## src/rtl/i2s_audio_if.sv

```systemverilog
// Sample input and I2S output bundle between the mixer, the serializer and the DAC pins.
// master drives samples and mute; slave is the serializer that drives the I2S pins.
interface i2s_audio_if;
    logic signed [15:0] sample_l;
    logic signed [15:0] sample_r;
    logic               mute;
    logic               i2s_bclk;
    logic               i2s_lrck;
    logic               i2s_data;
    logic               frame_strobe;

    modport master (
        output sample_l, sample_r, mute,
        input  i2s_bclk, i2s_lrck, i2s_data, frame_strobe
    );

    modport slave (
        input  sample_l, sample_r, mute,
        output i2s_bclk, i2s_lrck, i2s_data, frame_strobe
    );
endinterface

```

## src/rtl/i2s_audio_tx.sv

```systemverilog
// Philips I2S serializer for 16-bit stereo samples, BCLK/LRCK made from a fractional enable on clk.
// Latency: sample latched at the frame wrap, MSB on i2s_data one BCLK period later.
// No backpressure: the mixer is sampled once per frame, values between latches are ignored.
module i2s_audio_tx #(
    parameter int unsigned SAMPLE_RATE = 48000,
    parameter int unsigned SLOT_BITS   = 32
) (
    input  logic        clk,
    input  logic        rst_n,
    input  logic [27:0] clock_rate,
    i2s_audio_if.slave  aud
);
    localparam int unsigned FRAME_BITS = 2 * SLOT_BITS;
    localparam int          CW         = $clog2(FRAME_BITS);
    localparam logic [28:0] EDGE_RATE  = 29'(4 * SLOT_BITS * SAMPLE_RATE);
    localparam logic [CW-1:0] CNT_LAST = CW'(FRAME_BITS - 1);

    logic [27:0]        clk_rate;
    logic [27:0]        clk_rate_prev;
    logic [27:0]        sum;
    logic [28:0]        sum_n;
    logic               rate_chg;
    logic               rate_bad;
    logic               ce;

    logic               bclk;
    logic               lrck;
    logic               data;
    logic               strobe;
    logic [CW-1:0]      cnt;
    logic [CW-1:0]      cnt_n;
    logic               wrap;
    logic               fall;
    logic               lrck_n;
    logic               data_n;
    logic signed [15:0] shadow_l;
    logic signed [15:0] shadow_r;
    logic signed [15:0] ch;
    int unsigned        bit_idx;

    // Edge enable: fractional accumulator, two ce per BCLK period.
    always_comb begin
        sum_n    = {1'b0, sum} + EDGE_RATE;
        rate_chg = (clk_rate != clk_rate_prev);
        rate_bad = (clk_rate == 28'd0) || ({1'b0, clk_rate} < (EDGE_RATE << 1));
        ce       = !rate_chg && !rate_bad && (sum_n >= {1'b0, clk_rate});
    end

    // Slot decode for the position the counter moves to on the next falling edge.
    always_comb begin
        wrap    = (cnt == CNT_LAST);
        cnt_n   = wrap ? '0 : cnt + 1'b1;
        fall    = ce && bclk;
        bit_idx = 32'(cnt_n) % SLOT_BITS;
        lrck_n  = (32'(cnt_n) >= SLOT_BITS);
        ch      = lrck_n ? shadow_r : shadow_l;
        data_n  = 1'b0;
        if (bit_idx >= 1 && bit_idx <= 16) begin
            data_n = ch[4'(16 - bit_idx)];
        end
    end

    always_ff @(posedge clk) begin
        if (!rst_n) begin
            clk_rate      <= '0;
            clk_rate_prev <= '0;
            sum           <= '0;
            bclk          <= 1'b0;
            lrck          <= 1'b0;
            data          <= 1'b0;
            strobe        <= 1'b0;
            cnt           <= CNT_LAST;
            shadow_l      <= '0;
            shadow_r      <= '0;
        end else begin
            clk_rate      <= clock_rate;
            clk_rate_prev <= clk_rate;
            strobe        <= 1'b0;
            if (rate_chg) begin
                sum <= '0;
            end else if (!rate_bad) begin
                sum <= ce ? 28'(sum_n - {1'b0, clk_rate}) : sum_n[27:0];
            end
            if (ce) begin
                bclk <= ~bclk;
            end
            if (fall) begin
                cnt  <= cnt_n;
                lrck <= lrck_n;
                data <= data_n;
                // Whole L/R pair captured together so the frame in flight stays coherent.
                if (wrap) begin
                    shadow_l <= aud.mute ? 16'sd0 : aud.sample_l;
                    shadow_r <= aud.mute ? 16'sd0 : aud.sample_r;
                    strobe   <= 1'b1;
                end
            end
        end
    end

    assign aud.i2s_bclk     = bclk;
    assign aud.i2s_lrck     = lrck;
    assign aud.i2s_data     = data;
    assign aud.frame_strobe = strobe;
endmodule

```

## src/flat_wrapper.sv

```systemverilog
// flat-port wrapper written by rule: the top's interface ports become plain ports
module i2s_audio_tx_flat 
#(
    parameter int unsigned SAMPLE_RATE = 48000,
    parameter int unsigned SLOT_BITS   = 32
)
  (clk, rst_n, clock_rate, aud_sample_l, aud_sample_r, aud_mute, aud_i2s_bclk, aud_i2s_lrck, aud_i2s_data, aud_frame_strobe);
  i2s_audio_if aud_i ();
  input  logic clk;
  input  logic rst_n;
  input  logic [27:0] clock_rate;
  input wire logic [$bits(aud_i.sample_l)-1:0] aud_sample_l;
  input wire logic [$bits(aud_i.sample_r)-1:0] aud_sample_r;
  input wire logic [$bits(aud_i.mute)-1:0] aud_mute;
  output wire logic [$bits(aud_i.i2s_bclk)-1:0] aud_i2s_bclk;
  output wire logic [$bits(aud_i.i2s_lrck)-1:0] aud_i2s_lrck;
  output wire logic [$bits(aud_i.i2s_data)-1:0] aud_i2s_data;
  output wire logic [$bits(aud_i.frame_strobe)-1:0] aud_frame_strobe;
  assign aud_i.sample_l = aud_sample_l;
  assign aud_i.sample_r = aud_sample_r;
  assign aud_i.mute = aud_mute;
  assign aud_i2s_bclk = aud_i.i2s_bclk;
  assign aud_i2s_lrck = aud_i.i2s_lrck;
  assign aud_i2s_data = aud_i.i2s_data;
  assign aud_frame_strobe = aud_i.frame_strobe;
  i2s_audio_tx #(.SAMPLE_RATE(SAMPLE_RATE), .SLOT_BITS(SLOT_BITS)) u_core (.clk(clk), .rst_n(rst_n), .clock_rate(clock_rate), .aud(aud_i));
endmodule
```

## config.mk

```make
export PLATFORM = sky130hd
export DESIGN_NAME = i2s_audio_tx_flat
export DESIGN_NICKNAME = d
export VERILOG_FILES = /design/src/rtl/i2s_audio_if.sv /design/src/rtl/i2s_audio_tx.sv /design/src/flat_wrapper.sv
export SDC_FILE = /design/constraint.sdc
export NUM_CORES = 1
export LEC_CHECK = 0
export ABC_AREA = 1
export BUFFER_PORTS_ARGS = -buffer_cell sky130_fd_sc_hd__buf_2
export CAP_MARGIN = 20
export CELL_PAD_IN_SITES_DETAIL_PLACEMENT = 1
export CELL_PAD_IN_SITES_GLOBAL_PLACEMENT = 2
export CORE_MARGIN = 8
export CORE_UTILIZATION = 37
export CTS_BUF_LIST = sky130_fd_sc_hd__clkbuf_2 sky130_fd_sc_hd__clkbuf_4 sky130_fd_sc_hd__clkbuf_8
export DETAILED_ROUTE_END_ITERATION = 16
export GPL_TIMING_DRIVEN = 0
export PLACE_DENSITY_LB_ADDON = 0.1
export SLEW_MARGIN = 10
export SYNTH_ARGS = -nofsm -noshare
export SYNTH_HDL_FRONTEND = slang
export SYNTH_SLANG_ARGS = --single-unit
```

## constraint.sdc

```tcl
create_clock -name clk -period 7.5 [get_ports clk]
set_input_delay 0.75 -clock clk [delete_from_list [all_inputs] [get_ports clk]]
set_output_delay 0.75 -clock clk [all_outputs]
set_load 0.1 [all_outputs]
```

==> impl_metrics.toml, run 1 <==
[routing]
dr.pass1.iters = 5
wl_met3_um = 573
drtAntennaViolNets = 0
drt-total-wl_um = 24400
initialDrtViolationCount = 280
vias = 7451
wire_per_inst_um = 15.6
wl_met2_um = 12400
dr.max_layer_used = "met4"
wl_met1_um = 11000
route.detailed.drc = 0
via_per_inst = 4.76

[sta]
report.final.setup_viol = 0
fin_tns_setup_ns = 0
fin_crit_ns = 3.72
tightestPinTransition_ns = 0.623
fmax_mhz = 269
drv_slew = 0
hold_slack_ns = 0.434
hold_viol_final = 0
fin_worst_skew_ns = 0.0173
grt_setup_unrepaired = "no"
fin_ws_ns = 3.78
relSlewSlack = 0.584
fin_crit_sh = 0.496

[logic_synthesis]
syn_nets = 1289
netlist_instances = 1194
syn_area_um2 = 7710
yosysWarnings = 0
yosys.cell_types.count = 41
ys_seq_elements = 126
ys_seq_area_frac = 0.327
syn_avg_cell_area_um2 = 6.46

[setup_path]
crit_type = "flop to flop"
worstReg2RegEnd = "u_core.aud.frame_strobe$_SDFF_PN0_"
arrival_ns = 4.02
rr_worst_depth = 21
rrSetupSlack_ns = 3.78
required_ns = 7.80
r2r-start = "u_core.sum[15]$_SDFFE_PP0N_"
crit_fanout = 10
critPathCaptureType = "flop"
start_kind = "flop"

[die]
pin_count = 67
die_h_um = 160
die-area_um2 = 25700
start_util = 0.372
rows = 53
fp.coreArea_um2 = 20800
die-width_um = 160

[job]
drv_cap = 0

[cts]
postCtsResizedCells = 0
clockRootBuffer = "clkbuf_8"
cts_hold_buf = 0
cts_tree = "yes"
cts_sinks = 126
clk_latency_ns = 0.45
cts_htree_levels = 4
clkTransAtPathRegs_ns = 0.09
cts_made_buffers = 17
cts_buffer_depth = 2
cts_setup_buffers = 0

[power_and_ir_drop]
p_comb_frac = 0.110
p_per_area_nw_per_um2 = 170
p_sw_mw = 0.421
power_mw = 1.50
power.internal_mw = 1.08
p_sw_frac = 0.281
vdd_drop_max_v = 0.0000798
power_frac_seq = 0.463
pwr-share-clk = 0.427
p_leak_nw = 4.60

[layout]
area_growth_pct = 14.1
postLayoutCellArea_um2 = 8800
num-fill-cells = 2782
drive_above_1_share = 0.119
register_area_um2 = 2520
fin_nets = 1374
multi_input_area_um2 = 4230
n_antenna_cell = 0

[grt]
grt_max_degree = 17
grt_pass1_vias = 7849
overflow = 0
antenna_found_initial = 0
grt_pass1_wl_um = 40200
track_usage = 0.195

[placement]
port_buffers = 66
dp_worst_setup_slack_ns = 3.79
dpl_cell_area_um2 = 8390
gp_congestion = 0.872
dpl.hpwl_um = 20000

[hold_path]
min_to = "u_core.clk_rate_prev[3]$_SDFF_PN0_"
hold_depth = 2
worstHoldStart = "u_core.clk_rate[3]$_SDFF_PN0_"
hp-class = "flop to flop"

[outcome]
status = "completed"
layer usage:
metal,track usage,vias to the layer above
met5,0,-
met4,0.0573,0
met3,0.0282,25
met2,0.357,89
met1,0.230,3439
li1,-,3898
worst max-delay path, cell delays in order (launching register included):
cell     delay [ns]
dfxtp_1        0.32
nor3_1         0.32
nor2_1         0.08
nor2_1         0.21
nand2_1        0.15
nand2_1        0.08
nand2_1        0.10
nand2_1        0.08
nand2_1        0.05
and2_1         0.14
ha_1           0.38
nand2_1        0.16
nor2_1         0.13
nand3_1        0.09
nor2_1         0.12
nand2_1        0.10
nand3_1        0.08
nor2_1         0.07
nand2_4        0.16
nand3_4        0.14
buf_2          0.23
nor4_1         0.37
per-stage QoR:
| step | instances | util |
|---|---|---|
| detailed placement | 1535 | 0.404 |
| global route | 1566 | 0.424 |
| global placement | 1535 | 0.404 |
| CTS | 1566 | 0.424 |
| finish | 1566 | 0.424 |
| floorplan | 1194 | - |
cell usage after synthesis:
library cell | number | area, um2
nor2_2 | 5 | 31.3
xnor2_1 | 28 | 245
nand3b_1 | 4 | 30.0
inv_2 | 3 | 11.3
fa_1 | 1 | 20.0
nand2_4 | 2 | 22.5
o21ai_2 | 1 | 8.76
xor2_1 | 17 | 149
or2_1 | 3 | 18.8
nor3_4 | 1 | 16.3
buf_2 | 13 | 65.1
o211ai_1 | 10 | 75.1
nor2_4 | 2 | 22.5
ha_1 | 31 | 388
nand2_1 | 325 | 1220
and2_1 | 6 | 37.5
nor2_8 | 1 | 20.0
o21ai_0 | 47 | 235
buf_4 | 4 | 30.0
a21o_1 | 3 | 22.5
nand3_4 | 1 | 17.5
buf_8 | 2 | 30.0
clkinv_1 | 1 | 3.75
nand2_2 | 9 | 56.3
o21a_1 | 1 | 7.51
nand4_4 | 1 | 21.3
nor2_1 | 105 | 394
nor4_1 | 1 | 6.26
nor3_1 | 6 | 30.0
a21boi_2 | 1 | 11.3
o21ai_1 | 2 | 10.0
dfxtp_1 | 126 | 2520
nand3_2 | 3 | 30.0
clkbuf_1 | 16 | 60.1
or2_2 | 6 | 37.5
a21oi_1 | 100 | 500
a21oi_2 | 1 | 8.76
o21bai_1 | 2 | 15.0
inv_1 | 202 | 758
nand3_1 | 86 | 430
nand4_1 | 15 | 93.8
area by class of cell:
type | count | area share
buffer | 35 | 0.0210
clock buffer | 17 | 0.0266
clock inverter | 14 | 0.0206
inverter | 206 | 0.0878
multi-input combinational | 827 | 0.481
sequential | 126 | 0.287
tap | 275 | 0.0391
timing repair buffer | 66 | 0.0375
registers in the layout, summed over array words and instances (netlist names):
signal,count
u_core.aud.frame_strobe,1
u_core.aud.i2s_bclk,1
u_core.aud.i2s_data,1
u_core.aud.i2s_lrck,1
u_core.clk_rate,28
u_core.clk_rate_prev,28
u_core.cnt,6
u_core.shadow_l,16
u_core.shadow_r,16
u_core.sum,28
kinds of logic (layout without fill, tap and decap cells):
| logic type | Yosys count | in the layout | share of synthesized area |
|---|---|---|---|
| compound gates | 168 | 168 | 0.116 |
| xor+xnor | 45 | 45 | 0.0511 |
| fa+ha+maj | 32 | 32 | 0.0529 |
| buf+inv | 241 | 338 | 0.124 |
| flops | 126 | 126 | 0.327 |
| simple gates | 582 | 582 | 0.329 |
how the worst max path moves through the flow:
stage,to,cells after the start,from
5_1_grt,u_core.aud.frame_strobe$_SDFF_PN0_,21,u_core.sum[15]$_SDFFE_PP0N_
4_1_cts,u_core.aud.frame_strobe$_SDFF_PN0_,21,u_core.sum[14]$_SDFFE_PP0N_
2_1_floorplan,u_core.sum[11]$_SDFFE_PP0P_,23,u_core.sum[14]$_SDFFE_PP0N_
3_5_place_dp,u_core.aud.frame_strobe$_SDFF_PN0_,21,u_core.sum[14]$_SDFFE_PP0N_
6_report,u_core.aud.frame_strobe$_SDFF_PN0_,21,u_core.sum[15]$_SDFFE_PP0N_
3_3_place_gp,u_core.aud.frame_strobe$_SDFF_PN0_,21,u_core.sum[14]$_SDFFE_PP0N_
placed cells by master (no fill, tap or decap), types with 4 or more instances in the layout:
| cell type | synthesis | layout |
|---|---|---|
| buf_4 | 4 | 4 |
| o211ai_1 | 10 | 10 |
| nand4_1 | 15 | 15 |
| inv_1 | 202 | 202 |
| ha_1 | 31 | 31 |
| inv_6 | 0 | 5 |
| a21oi_1 | 100 | 100 |
| nand2_1 | 325 | 325 |
| nand3b_1 | 4 | 4 |
| nand3_1 | 86 | 86 |
| xnor2_1 | 28 | 28 |
| nand2_2 | 9 | 9 |
| clkbuf_8 | 0 | 17 |
| o21ai_0 | 47 | 47 |
| nor2_1 | 105 | 105 |
| nor3_1 | 6 | 6 |
| xor2_1 | 17 | 17 |
| and2_1 | 6 | 6 |
| clkbuf_1 | 16 | 16 |
| buf_2 | 13 | 79 |
| or2_2 | 6 | 6 |
| dfxtp_1 | 126 | 126 |
| nor2_2 | 5 | 5 |
power by group through the flow:
stage	combinational, mW	sequential [mW]	clock, mW
floorplan	0.110	0.706	0
global placement	0.164	0.709	0
detailed placement	0.166	0.710	0
CTS	0.168	0.694	0.662
global route	0.189	0.696	0.683
finish	0.165	0.694	0.640
Power figures use the tool's default switching activity.
==> run 2: changes to the inputs <==
--- a/config.mk
+++ b/config.mk
@@ -5,13 +5,13 @@
 export SDC_FILE = /design/constraint.sdc
 export NUM_CORES = 1
 export LEC_CHECK = 0
-export ABC_AREA = 1
+export ABC_AREA = 0
 export BUFFER_PORTS_ARGS = -buffer_cell sky130_fd_sc_hd__buf_2
 export CAP_MARGIN = 20
 export CELL_PAD_IN_SITES_DETAIL_PLACEMENT = 1
 export CELL_PAD_IN_SITES_GLOBAL_PLACEMENT = 2
 export CORE_MARGIN = 8
-export CORE_UTILIZATION = 37
+export CORE_UTILIZATION = 34
 export CTS_BUF_LIST = sky130_fd_sc_hd__clkbuf_2 sky130_fd_sc_hd__clkbuf_4 sky130_fd_sc_hd__clkbuf_8
 export DETAILED_ROUTE_END_ITERATION = 16
 export GPL_TIMING_DRIVEN = 0
==> constraint.sdc (replaced) <==
create_clock -name clk -period 3.4 [get_ports clk]
set_input_delay 0.34 -clock clk [delete_from_list [all_inputs] [get_ports clk]]
set_output_delay 0.34 -clock clk [all_outputs]
set_load 0.1 [all_outputs]
==> run 2 against run 1 <==
The run now ends with setup timing left. Non-clock buffer count is 56 higher. Worst setup slack lost 4.3 ns. Worst hold slack lost 0.36 ns. Combinational power rose by 130%. First-iteration DRC count up 5.0%. Core utilization is 4.2 points higher. Cell count fell by 20%. Synthesized cell count shrank 30%. Maximum frequency decreased by 4.8%. Wire length rose by 1.2%. Area after synthesis fell by 9.1%.
==> impl_metrics.toml, run 2 <==
[placement]
gp_congestion = 0.841
dpl.hpwl_um = 17600
port_buffers = 65

[die]
die-area_um2 = 25500
rows = 52
die_h_um = 160
die-width_um = 160
pin_count = 67
start_util = 0.346
fp.coreArea_um2 = 20200

[sta]
grt_setup_unrepaired = "yes"
fin_ws_ns = -0.505
fin_worst_skew_ns = 0.0262
hold_viol_final = 0
drv_slew = 0
report.final.setup_viol = 70
tightestPinTransition_ns = 1.08
fin_crit_sh = 1.15
fin_crit_ns = 3.91
fin_tns_setup_ns = -28.62
hold_slack_ns = 0.0703
relSlewSlack = 0.283
fmax_mhz = 256

[setup_path]
rrSetupSlack_ns = -0.51
crit_fanout = 9
start_kind = "flop"
r2r-start = "u_core.sum[14]$_SDFFE_PP0N_"
endpoint = "u_core.sum[21]$_SDFFE_PP0N_"
arrival_ns = 4.22
critPathLaunch = "u_core.sum[14]$_SDFFE_PP0N_"
crit_type = "flop to flop"
required_ns = 3.71
critPathCaptureType = "flop"
rr_worst_depth = 17
worstReg2RegEnd = "u_core.sum[21]$_SDFFE_PP0N_"

[outcome]
status = "complete, but fails checks"
violations = "setup timing"

[grt]
antenna_found_initial = 0
track_usage = 0.187
overflow = 0
grt_pass1_wl_um = 38000
grt_pass1_vias = 7014
grt_max_degree = 18

[cts]
cts_sinks = 126
clockRootBuffer = "clkbuf_8"
clkTransAtPathRegs_ns = 0.11
cts_htree_levels = 4
cts_buffer_depth = 2
clk_latency_ns = 0.47
cts_tree = "yes"
cts_made_buffers = 17

[logic_synthesis]
ys_seq_elements = 126
syn_avg_cell_area_um2 = 8.34
yosysWarnings = 0
synth_edf_count = 0
netlist.area_leader.share = 0.360
yosys-top-cells-count = "126 x dfxtp_1, 68 x nand2_1, 65 x o21ai_0"
synth.most_common_cell = "dfxtp_1"
netlist_instances = 840
syn_nets = 935
synth_ff_type = "dfxtp_1"
ys_seq_area_frac = 0.360
syn_area_um2 = 7010
yosysTopAreaCell = "dfxtp_1"
synthTopCellsByArea = "dfxtp_1 36%, and2_1 5.5%, ha_1 5.5%"
ys_async_sr_fraction = 0
yosys.cell_types.count = 69

[hold_path]
hp-class = "input pin to flop"

[routing]
drt-total-wl_um = 24700
via_per_inst = 5.30
drtAntennaViolNets = 0
initialDrtViolationCount = 294
wire_per_inst_um = 19.6
vias = 6652
dr.pass1.iters = 4
route.detailed.drc = 0

[layout]
mostFrequentLayoutCells = "124 x dfxtp_1, 69 x buf_2, 61 x and2_1"
drive_above_1_share = 0.294
final_common_cell = "dfxtp_1"
area_growth_pct = 34.6
fin_nets = 1068
reg.largest.list = "u_core.clk_rate (28), u_core.clk_rate_prev (28), u_core.sum (28)"
n_antenna_cell = 0

[job]
drv_cap = 0

[power_and_ir_drop]
vdd_drop_max_v = 0.000305
p_leak_nw = 3.70
p_per_area_nw_per_um2 = 352
[run 2: cell types whose count changed in the layout (fill, tap and decap cells not counted), moves of 17 or more]
cell	delta
a21oi_1	-64
and2_1	+55
buf_4	+25
inv_1	-161
nand2_1	-274
nand3_1	-75
nand3_2	+32
nand3b_1	+27
nor2_1	-79
o21ai_0	-20
o21ai_1	+32
xor2_1	+17
[run 2: report_power, final]
part	total [mW]	switching [mW]	internal (mW)
combinational	0.386	0.218	0.168
clock	1.40	0.824	0.572
sequential	1.53	0.0283	1.51
total	3.32	1.07	2.25
[run 2: layout make-up]
cell class / instances / area, um2
Buffer: 42 / 330
Clock buffer: 17 / 234
Clock inverter: 15 / 184
Fill cell: 2345 / 10800
Inverter: 42 / 158
Multi-Input combinational cell: 629 / 4790
Sequential cell: 126 / 2520
Tap cell: 270 / 338
Timing Repair Buffer: 115 / 873
[run 2: through the flow]
step	std cells	util	instance area [um2]	total power, mW	worst slack (ns)
6_report	1256	0.466	9430	3.32	-0.505
5_1_grt	1256	0.466	9430	3.46	-0.627
4_1_cts	1245	0.438	8860	3.34	-0.521
3_5_place_dp	1176	0.384	7770	1.91	-0.838
3_3_place_gp	1175	0.384	7770	1.90	-0.791
2_1_floorplan	840	-	7110	1.78	-0.281
[run 2: critical path: stages, from the launching register on]
cell     delay (ns)
dfxtp_2        0.35
or3_4          0.40
a21oi_4        0.16
nand2_2        0.10
a21oi_4        0.21
nor2_4         0.07
nand3_2        0.10
xnor2_2        0.09
ha_1           0.34
buf_6          0.13
a21o_1         0.14
a311o_1        0.35
or4_4          0.45
and3_4         0.21
buf_12         0.15
mux2_4         0.30
a22oi_2        0.15
nor2_1         0.06
[run 2: kinds of logic after synthesis]
logic type	share of synthesized area
AOI/OAI and AO/OA	0.183
xor gates and xnor gates	0.0837
adders and majority gates	0.0582
buffers and inverters	0.0487
DFF	0.360
muxes	0.0230
and+or+nand+nor	0.243
[run 2: worst min-delay path by stage]
stage / start / endpoint / cells after the start
2_1_floorplan: u_core.shadow_l[1]$_SDFFE_PN0P_ / u_core.shadow_l[1]$_SDFFE_PN0P_ / 2
3_3_place_gp: u_core.sum[4]$_SDFFE_PP0P_ / u_core.sum[4]$_SDFFE_PP0P_ / 2
3_5_place_dp: u_core.sum[3]$_SDFFE_PP0P_ / u_core.sum[3]$_SDFFE_PP0P_ / 2
4_1_cts: clock_rate[12] / u_core.clk_rate[12]$_SDFF_PN0_ / 2
5_1_grt: clock_rate[8] / u_core.clk_rate[8]$_SDFF_PN0_ / 2
6_report: clock_rate[8] / u_core.clk_rate[8]$_SDFF_PN0_ / 2
[run 2: repair_timing]
| action | 4_1_cts | 5_1_grt |
|---|---|---|
| resized for setup | 87 | 119 |
| buffers inserted | 32 | 10 |
| pin swaps | 32 | 35 |
| endpoints found under the setup margin | 70 | 70 |
| hold buffers | 0 | 0 |
| hold endpoints to repair | 0 | 0 |
| cloned | 5 | 3 |
[run 2: routing by layer]
metal | track usage | up-vias | part of all wire
li1 | - | 3243 | -
met1 | 0.253 | 3261 | 0.49
met2 | 0.301 | 125 | 0.46
met3 | 0.0287 | 23 | 0.034
met4 | 0.0510 | 0 | 0.011
met5 | 0 | - | 0
